`config.mk`:
```
export PLATFORM = sky130hd
export DESIGN_NAME = e1_tx_hdb3_flat
export DESIGN_NICKNAME = d
export VERILOG_FILES = /design/src/rtl/e1_tx_hdb3_pkg.sv /design/src/rtl/e1_tx_hdb3_if.sv /design/src/rtl/e1_tx_pulse.sv /design/src/rtl/e1_tx_hdb3.sv /design/src/flat_wrapper.sv
export SDC_FILE = /design/constraint.sdc
export NUM_CORES = 1
export LEC_CHECK = 0
export BUFFER_PORTS_ARGS = -buffer_cell sky130_fd_sc_hd__buf_4
export CAP_MARGIN = 10
export CORE_ASPECT_RATIO = 1.1
export CORE_MARGIN = 2
export CORE_UTILIZATION = 35
export DETAILED_ROUTE_END_ITERATION = 12
export GPL_ROUTABILITY_DRIVEN = 0
export HOLD_SLACK_MARGIN = 0.05
export PLACE_DENSITY_LB_ADDON = 0.2
export SYNTH_ARGS = -nofsm -noshare
export SYNTH_HDL_FRONTEND = slang
export SYNTH_SLANG_ARGS = --single-unit
```
`constraint.sdc`:
```
create_clock -name clk -period 2.4 [get_ports clk]
set_clock_uncertainty 0.15 [all_clocks]
set_input_delay 0.12 -clock clk [delete_from_list [all_inputs] [get_ports clk]]
set_output_delay 0.12 -clock clk [all_outputs]
set_load 0.02 [all_outputs]
```
`src/rtl/e1_tx_hdb3_pkg.sv`:
```
// Shared types for the E1 HDB3 transmit path: line symbols, pulse polarity and pipe depth.
package e1_tx_hdb3_pkg;

   typedef enum logic [1:0] {
      SYM_ZERO = 2'd0,
      SYM_MARK = 2'd1,
      SYM_B    = 2'd2,
      SYM_V    = 2'd3
   } sym_t;

   typedef enum logic {
      POL_POS = 1'b0,
      POL_NEG = 1'b1
   } pol_t;

   localparam int PIPE_DEPTH        = 4;
   localparam int DEFAULT_PULSE_LEN = 7;

   function automatic pol_t flip_pol(input pol_t p);
      return (p == POL_POS) ? POL_NEG : POL_POS;
   endfunction

endpackage

```
`src/rtl/e1_tx_hdb3_if.sv`:
```
// Framer-to-encoder bit stream plus the pad-side pulse requests.
// cfg_ami exists only when E1_TX_AMI_EN is defined.
interface e1_tx_hdb3_if;

   logic in_data;
   logic in_stb;
`ifdef E1_TX_AMI_EN
   logic cfg_ami;
`endif
   logic tx_hi;
   logic tx_lo;

`ifdef E1_TX_AMI_EN
   modport master (output in_data, output in_stb, output cfg_ami, input tx_hi, input tx_lo);
   modport slave  (input in_data, input in_stb, input cfg_ami, output tx_hi, output tx_lo);
`else
   modport master (output in_data, output in_stb, input tx_hi, input tx_lo);
   modport slave  (input in_data, input in_stb, output tx_hi, output tx_lo);
`endif

endinterface

```
`src/rtl/e1_tx_pulse.sv`:
```
// Pulse shaper: turns one line symbol per strobe into a PULSE_LEN-clock RZ pulse on tx_hi/tx_lo,
// tracking the polarity of the last transmitted mark.
module e1_tx_pulse
   import e1_tx_hdb3_pkg::*;
#(
   parameter int PULSE_LEN = DEFAULT_PULSE_LEN
)
(
   input  logic clk,
   input  logic rst,
   input  sym_t sym,
   input  logic sym_valid,
   output logic tx_hi,
   output logic tx_lo
);

   localparam int             CNT_W    = $clog2(PULSE_LEN + 1);
   localparam logic [CNT_W-1:0] CNT_LOAD = CNT_W'(PULSE_LEN - 1);

   pol_t             last_pol_q;
   pol_t             last_pol_d;
   pol_t             pulse_pol;
   logic [CNT_W-1:0] cnt_q;
   logic [CNT_W-1:0] cnt_d;
   logic             tx_hi_q;
   logic             tx_hi_d;
   logic             tx_lo_q;
   logic             tx_lo_d;

   // A new symbol always cuts off whatever pulse is still running; V reuses the last polarity.
   always_comb begin
      last_pol_d = last_pol_q;
      cnt_d      = cnt_q;
      tx_hi_d    = tx_hi_q;
      tx_lo_d    = tx_lo_q;
      pulse_pol  = last_pol_q;
      if (sym_valid) begin
         tx_hi_d = 1'b0;
         tx_lo_d = 1'b0;
         cnt_d   = '0;
         unique case (sym)
            SYM_MARK, SYM_B: begin
               pulse_pol  = flip_pol(last_pol_q);
               last_pol_d = pulse_pol;
            end
            SYM_V:   pulse_pol = last_pol_q;
            default: pulse_pol = last_pol_q;
         endcase
         if (sym != SYM_ZERO) begin
            tx_hi_d = (pulse_pol == POL_POS);
            tx_lo_d = (pulse_pol == POL_NEG);
            cnt_d   = CNT_LOAD;
         end
      end else if (cnt_q != '0) begin
         cnt_d = cnt_q - CNT_W'(1);
      end else begin
         tx_hi_d = 1'b0;
         tx_lo_d = 1'b0;
      end
   end

   always_ff @(posedge clk) begin
      if (rst) begin
         last_pol_q <= POL_NEG;
         cnt_q      <= '0;
         tx_hi_q    <= 1'b0;
         tx_lo_q    <= 1'b0;
      end else begin
         last_pol_q <= last_pol_d;
         cnt_q      <= cnt_d;
         tx_hi_q    <= tx_hi_d;
         tx_lo_q    <= tx_lo_d;
      end
   end

   assign tx_hi = tx_hi_q;
   assign tx_lo = tx_lo_q;

endmodule

```
`src/rtl/e1_tx_hdb3.sv`:
```
// E1 HDB3 line encoder: 4-symbol pipe with zero-run substitution feeding the pulse shaper.
// Define E1_TX_AMI_EN to add cfg_ami, which disables substitution (plain AMI).
module e1_tx_hdb3
   import e1_tx_hdb3_pkg::*;
#(
   parameter int PULSE_LEN = DEFAULT_PULSE_LEN
)
(
   input  logic         clk,
   input  logic         rst,
   e1_tx_hdb3_if.slave  bus
);

   sym_t pipe_q [PIPE_DEPTH];
   sym_t pipe_d [PIPE_DEPTH];
   logic ones_par_q;
   logic ones_par_d;
   logic subst_en;
   logic zero_window;
   logic tx_hi_w;
   logic tx_lo_w;

`ifdef E1_TX_AMI_EN
   assign subst_en = ~bus.cfg_ami;
`else
   assign subst_en = 1'b1;
`endif

   // B and V are never SYM_ZERO, so already-substituted entries drop out of the window by themselves.
   assign zero_window = ~bus.in_data
                        && (pipe_q[0] == SYM_ZERO)
                        && (pipe_q[1] == SYM_ZERO)
                        && (pipe_q[2] == SYM_ZERO);

   always_comb begin
      pipe_d     = pipe_q;
      ones_par_d = ones_par_q;
      if (bus.in_stb) begin
         pipe_d[0] = bus.in_data ? SYM_MARK : SYM_ZERO;
         for (int i = 1; i < PIPE_DEPTH; i++) begin
            pipe_d[i] = pipe_q[i-1];
         end
         if (bus.in_data) begin
            ones_par_d = ~ones_par_q;
         end
         if (zero_window && subst_en) begin
            pipe_d[0] = SYM_V;
            if (!ones_par_q) begin
               pipe_d[PIPE_DEPTH-1] = SYM_B;
            end
            ones_par_d = 1'b0;
         end
      end
   end

   always_ff @(posedge clk) begin
      if (rst) begin
         for (int i = 0; i < PIPE_DEPTH; i++) begin
            pipe_q[i] <= SYM_ZERO;
         end
         ones_par_q <= 1'b0;
      end else begin
         for (int i = 0; i < PIPE_DEPTH; i++) begin
            pipe_q[i] <= pipe_d[i];
         end
         ones_par_q <= ones_par_d;
      end
   end

   // The symbol shifted out of the oldest slot is what goes to the line on this strobe.
   e1_tx_pulse #(
      .PULSE_LEN (PULSE_LEN)
   ) u_pulse (
      .clk       (clk),
      .rst       (rst),
      .sym       (pipe_q[PIPE_DEPTH-1]),
      .sym_valid (bus.in_stb),
      .tx_hi     (tx_hi_w),
      .tx_lo     (tx_lo_w)
   );

   assign bus.tx_hi = tx_hi_w;
   assign bus.tx_lo = tx_lo_w;

endmodule

```
`src/flat_wrapper.sv`:
```
// flat-port wrapper written by rule: the top's interface ports become plain ports
module e1_tx_hdb3_flat import e1_tx_hdb3_pkg::*;
#(
   parameter int PULSE_LEN = DEFAULT_PULSE_LEN
)
  (clk, rst, bus_in_data, bus_in_stb, bus_tx_hi, bus_tx_lo);
  e1_tx_hdb3_if bus_i ();
  input  logic clk;
  input  logic rst;
  input wire logic [$bits(bus_i.in_data)-1:0] bus_in_data;
  input wire logic [$bits(bus_i.in_stb)-1:0] bus_in_stb;
  output wire logic [$bits(bus_i.tx_hi)-1:0] bus_tx_hi;
  output wire logic [$bits(bus_i.tx_lo)-1:0] bus_tx_lo;
  assign bus_i.in_data = bus_in_data;
  assign bus_i.in_stb = bus_in_stb;
  assign bus_tx_hi = bus_i.tx_hi;
  assign bus_tx_lo = bus_i.tx_lo;
  e1_tx_hdb3 #(.PULSE_LEN(PULSE_LEN)) u_core (.clk(clk), .rst(rst), .bus(bus_i));
endmodule
```
Yosys cells after proc, flatten, opt, wreduce, memory -nomap -nowiden
Index checks and enable logic that the tools add are counted.
{"block": "totals", "ff_bits": 15, "in_bits": 4, "output_inout_bits": 2, "elab_cells": 45}
{"block": "classes", "n_addsub": 1, "eq_ne": 3, "mux": 17, "bitwise": 3, "n_reduce_logical": 12}
{"op": "1-bit 2-to-1 mux", "count": 11}
{"op": "3-bit 2-to-1 mux", "count": 3}
{"op": "2-bit logical NOT", "count": 3}
{"op": "2-bit 2-to-1 mux", "count": 3}
{"op": "2-bit nonzero test", "count": 3}
{"op": "1-bit logical AND", "count": 3}
{"op": "1-bit NOT", "count": 3}
{"op": "3-bit nonzero test", "count": 1}
{"op": "3-bit by 1-bit subtractor with 3-bit output, second input constant", "count": 1}
{"op": "2-bit by 1-bit equality test with 1-bit output, second input constant", "count": 1}
{"op": "2-bit equality test, second input constant", "count": 1}
{"op": "2-bit inequality test, second input constant", "count": 1}
{"op": "2-bit AND reduction", "count": 1}
{"op": "2-bit OR reduction", "count": 1}

Logic depth before layout (Yosys ltp)
{"block": "logic_depth", "word_depth": 7, "depth_mapped": 5, "ltp_nobuf": 5}

By module
A second synthesis with hierarchy kept.
{"block": "unflattened", "hier_cells": 68, "area_unflattened_um2": 695.7}
{"mod": "e1_tx_hdb3", "n_inst": 1, "cells_per_inst": 34, "area_each_um2": 379.1, "seq_area_each_um2": 180.2}
{"mod": "e1_tx_pulse", "n_inst": 1, "cells_per_inst": 34, "area_each_um2": 316.6, "seq_area_each_um2": 120.1}

Worst setup path after synthesis
No wires, ideal clock.
{"block": "synth_timing", "path_kind": "register -> register", "startpoint": "reg u_core.pipe_q[0] (netlist name)", "endpoint": "reg u_core.u_pulse.tx_lo_q (netlist: u_core.u_pulse.tx_lo)", "setup_ns": 0.117, "arrival_ns": 1.002, "required_time_ns": 2.133, "setup_slack_ns": 1.131, "stages_incl_launch_ff": 6, "n_path_buf": 0, "synth_period_minus_slack_ns": 1.269, "path_cell_list": "dfxtp_1 > inv_1 > ha_1 > xor2_1 > a32oi_1 > nor2_1"}
{"block": "synth_via", "elab_chain_len": 6, "word_cells_on_any_way": 8, "cone_classes": "eq/ne (2); mux (4); reduce/logical (2)"}
{"item": "start: declaration", "line_no": "e1_tx_hdb3.sv:14", "rtl": "sym_t pipe_q [PIPE_DEPTH];"}
{"item": "start signal: indexed assignment", "line_no": "e1_tx_hdb3.sv:64", "rtl": "pipe_q[i] <= pipe_d[i];"}
{"item": "2-bit by 1-bit equality test with 1-bit output or 2-bit equality test (tied branches)", "line_no": "e1_tx_pulse.sv:41", "rtl": "unique case (sym)"}
{"item": "2-bit OR reduction", "line_no": "e1_tx_pulse.sv:41"}
{"item": "1-bit 2-to-1 mux"}
{"item": "1-bit 2-to-1 mux", "line_no": "e1_tx_pulse.sv:37", "rtl": "if (sym_valid) begin"}
{"item": "1-bit 2-to-1 mux (*)", "line_no": "e1_tx_pulse.sv:49", "rtl": "if (sym != SYM_ZERO) begin"}
{"item": "1-bit 2-to-1 mux (*)", "line_no": "e1_tx_pulse.sv:37"}
{"item": "end signal: assignment", "line_no": "e1_tx_pulse.sv:72", "rtl": "tx_lo_q <= tx_lo_d;"}
{"item": "end: declaration", "line_no": "e1_tx_pulse.sv:27", "rtl": "logic tx_lo_q;"}
Every way passes the cells marked *; elsewhere a longest branch is shown, timed or not. The select of a mux whose other input is x is not followed.
A chain may end at the register's enable or synchronous reset.

Worst setup path in the final report
{"block": "layout_timing", "startpoint": "in bus_in_data", "endpoint": "reg u_core.pipe_q[6] (netlist name)"}
{"block": "layout_via", "elab_chain_len": 5, "word_cells_on_any_way": 6, "cone_classes": "mux (2); bitwise (1); reduce/logical (3)"}
{"item": "start: declaration", "line_no": "flat_wrapper.sv:10", "rtl": "input wire logic [$bits(bus_i.in_data)-1:0] bus_in_data;"}
{"item": "1-bit NOT", "line_no": "e1_tx_hdb3.sv:30", "rtl": "assign zero_window = ~bus.in_data"}
{"item": "1-bit logical AND", "line_no": "e1_tx_hdb3.sv:31", "rtl": "&& (pipe_q[0] == SYM_ZERO)"}
{"item": "1-bit logical AND", "line_no": "e1_tx_hdb3.sv:32", "rtl": "&& (pipe_q[1] == SYM_ZERO)"}
{"item": "1-bit logical AND", "line_no": "e1_tx_hdb3.sv:33", "rtl": "&& (pipe_q[2] == SYM_ZERO);"}
{"item": "2-bit 2-to-1 mux (*)", "line_no": "e1_tx_hdb3.sv:46", "rtl": "if (zero_window && subst_en) begin"}
Every way passes the cells marked *; elsewhere a longest branch is shown, timed or not.

==> run metrics <==
setup TNS=0 ns; Die Y=around 51 um; Max Cap Viol=0; top cell family by delay on the critical path=buffers and inverters; clk root buf=clkbuf_4; CP Capture Type=flip-flop; die width=between 40 and 50 um; first-pass GRT wire length=~2200 um; Final Hold Vio Count=0; mapped cell area=about 700 um2; IO Pins=6; Worst Path Buf+Inv=3; DRT iter0 DRCs=9; number of port buffers=5; GRT Overall Usage=between 10% and 20%; CP Class=in2reg; total via count in the routed design=around 530; share of layout cells above drive strength 1=roughly 11%; Net Count, Synth=80; drt first pass iters=4; dpl cells=a little over 100; via/cell ratio=4.87; final setup fails=0; Synth async-reset ratio=0%; initial antenna violation count=0; Unique masters post-synth=27; r2r worst-path depth=4; worst-skew pair later-pin latency=roughly 0.28 ns; overall power=just over 500 uW; Clock transition at path regs=about 0.090 ns; Hold WC Path Type=reg2reg; Worst Max-Slew Pin Slew=approximately 0.3 ns; grt ovf=0; Synth-to-Final Area Change=16.2%; CP Max Fanout=4; Slowest-stage cell, CP=dlygate4sd3_1; Sw Pwr=about 140 uW; die area=~2400 um2; sequential area share after synthesis=a little over two fifths; fmax=around 550 MHz; Switching Fraction=27.5%; Worst setup SP type=primary input; number of synthesized flops with an enable pin=0; status=complete, no violations; Worst EP arrival=about 1.9 ns; sequential share of power=between 50% and 60%; critical path cell sequence=dlygate4sd3_1, buf_4, nor4_4, a21oi_1, a211oi_1, dlygate4sd3_1; synth cell count leaders=15 x dfxtp_1, 11 x nor2_1, 5 x inv_1, 5 x mux2i_1, 4 x a21oi_1; FF+latch area=300 um2; CTS buffer count=3; Setup Buffers After CTS=0; DRT antenna net count=0; crit-path max cell delay=around 0.57 ns; final cell count without fillers=between 100 and 150; wirelength, routed=approximately 1200 um; Avg Cell Area, Syn=between 9 and 10 um2; HPWL after DPL=816 um; cell-internal power=376 uW; Worst R2R Setup Slack=between 0.6 and 0.7 ns; pin count of the biggest net entering global routing=18; reg-to-reg startpoint=u_core.pipe_q[4]$_SDFFE_PP0P_; Rows=16; Wirelength per Cell=roughly 11 um; H-tree levels=1; share of the synthesized area in the top cell type=a little over two fifths; period utilisation layout=75.4%; Post-Syn Instances=73; flops & latches, synth=15; combinational power share=between 10% and 20%; vias in the first global route=about 520; most common cell type on the critical path=dlygate4sd3_1; final net count=90; Fill cells=between 150 and 200; # DRC=0; count leader, synth=dfxtp_1; area of the multi-input gates=roughly 350 um2; Ant. Diodes=0; hold path depth=2; hold_sp=u_core.pipe_q[0]$_SDFFE_PP0P_; Slew headroom=between 70% and 80%; Static Leak=between 0.0003 and 0.0004 uW; post-synth top area cell=dfxtp_1; TritonCTS clock tree=done; worst reg2reg endpoint=u_core.pipe_q[6]$_SDFFE_PP0P_; initial core utilization=a little under two fifths; peak supply drop=between 0.2 and 0.3 mV; CTS Sinks=15; CP required=~2.5 ns; clock share of power=28.0%; minimum clock period=about 1.8 ns; end of the worst hold path=u_core.pipe_q[0]$_SDFFE_PP0P_; PD cells=around 640 nW/um2; largest cells by area after synthesis=dfxtp_1 43%, mux2i_1 7.2%, nor2_1 5.9%; core box area=1820 um2; Bufs on Longest Clock Path=2; Top FF cell, synth=dfxtp_1; Yosys Warn Count=0; fin. max-slew vios=0; RSZ-0062 raised after global routing=no
[per-stage QoR]
step	hold WS, ns	area, um2	util [%]	worst slack (ns)
after floorplan	0.151	696	-	1.13
after global placement	0.286	742	40.7	1.10
after detailed placement	0.293	742	40.7	1.08
after CTS	0.355	808	44.4	0.622
after global routing	0.379	808	44.4	0.479
final	0.349	808	44.4	0.590
[power by group through the flow]
stage          clock network, uW  registers, uW  logic (uW)
3_3_place_gp                   0            281        92.2
2_1_floorplan                  0            280        75.4
3_5_place_dp                   0            282        93.2
5_1_grt                      164            278         114
6_report                     145            276        98.1
4_1_cts                      151            276        99.7
[per-layer routing]
| layer | vias up | wire, um | GRT usage, % |
|---|---|---|---|
| met2 | 9 | 562 | 19.2 |
| met5 | - | 0 | 0 |
| li1 | 271 | - | - |
| met3 | 0 | 47 | 5.40 |
| met1 | 251 | 574 | 16.2 |
| met4 | 0 | 0 | 2.86 |
[cell usage in the layout, fill, tap and decap left out]
| master | count |
|---|---|
| and3_1 | 1 |
| dlygate4sd3_1 | 4 |
| inv_1 | 5 |
| xor2_1 | 2 |
| nor3b_1 | 2 |
| o21bai_1 | 1 |
| xnor2_1 | 2 |
| nand3_1 | 1 |
| a211o_1 | 1 |
| a21oi_1 | 4 |
| ha_1 | 3 |
| nor2_1 | 11 |
| clkbuf_4 | 3 |
| nor3_1 | 2 |
| dfxtp_1 | 15 |
| a221o_1 | 1 |
| a32oi_1 | 2 |
| nor2b_1 | 2 |
| nand2_1 | 2 |
| buf_4 | 5 |
| nor4_4 | 1 |
| clkbuf_1 | 1 |
| mux2i_1 | 5 |
| a211oi_1 | 2 |
| nand2b_1 | 1 |
| nor4bb_1 | 1 |
| a31oi_1 | 1 |
| nor4b_1 | 1 |
[flip-flops by register name (all words and copies together) (netlist names)]
signal,flops
u_core.ones_par_q,1
u_core.pipe_q,8
u_core.u_pulse.cnt_q,3
u_core.u_pulse.last_pol_q,1
u_core.u_pulse.tx_hi,1
u_core.u_pulse.tx_lo,1
[worst reg2reg max path: cells and delay by family, from the launching register on]
kind            cells  cell delay, ns
buf+inv             1            0.57
simple gates        1            0.32
flops               1            0.35
compound gates      2            0.34
[worst max-delay path by stage]
stage                                  startpoint                           endpoint  slack [ns]  depth (start not counted)
floorplan           u_core.pipe_q[0]$_SDFFE_PP0P_  u_core.u_pulse.tx_lo$_SDFFE_PP0P_        1.13                          5
global placement    u_core.pipe_q[4]$_SDFFE_PP0P_     u_core.ones_par_q$_SDFFE_PP0P_        1.10                          3
detailed placement  u_core.pipe_q[0]$_SDFFE_PP0P_  u_core.u_pulse.tx_lo$_SDFFE_PP0P_        1.08                          5
CTS                                   bus_in_data      u_core.pipe_q[6]$_SDFFE_PP0P_        0.62                          6
global route        u_core.pipe_q[3]$_SDFFE_PP0P_      u_core.pipe_q[6]$_SDFFE_PP0P_        0.48                          4
finish                                bus_in_data      u_core.pipe_q[6]$_SDFFE_PP0P_        0.59                          6
[cells by family after synthesis]
kind of cell / synth area share, %
muxes: 7.19
DFF: 43.2
AOI/OAI and AO/OA: 12.2
xor gates and xnor gates: 5.04
and+or+nand+nor: 20.7
adders and majority gates: 5.40
buffers and inverters: 6.29
[area by class of cell]
cell class | instances | area share [%]
Multi-Input combinational cell | 49 | 43.5
Timing Repair Buffer | 9 | 9.60
Tap cell | 27 | 4.18
Inverter | 5 | 2.32
Sequential cell | 15 | 37.2
Clock buffer | 4 | 3.25
[timing repair]
| item | 4_1_cts | 5_1_grt |
|---|---|---|
| resized for setup | 0 | 0 |
| hold buffers | 4 | 0 |
| endpoints found under the setup margin | 0 | 0 |
| hold endpoints to repair | 14 | 0 |
(Power assumes the default switching activity.)
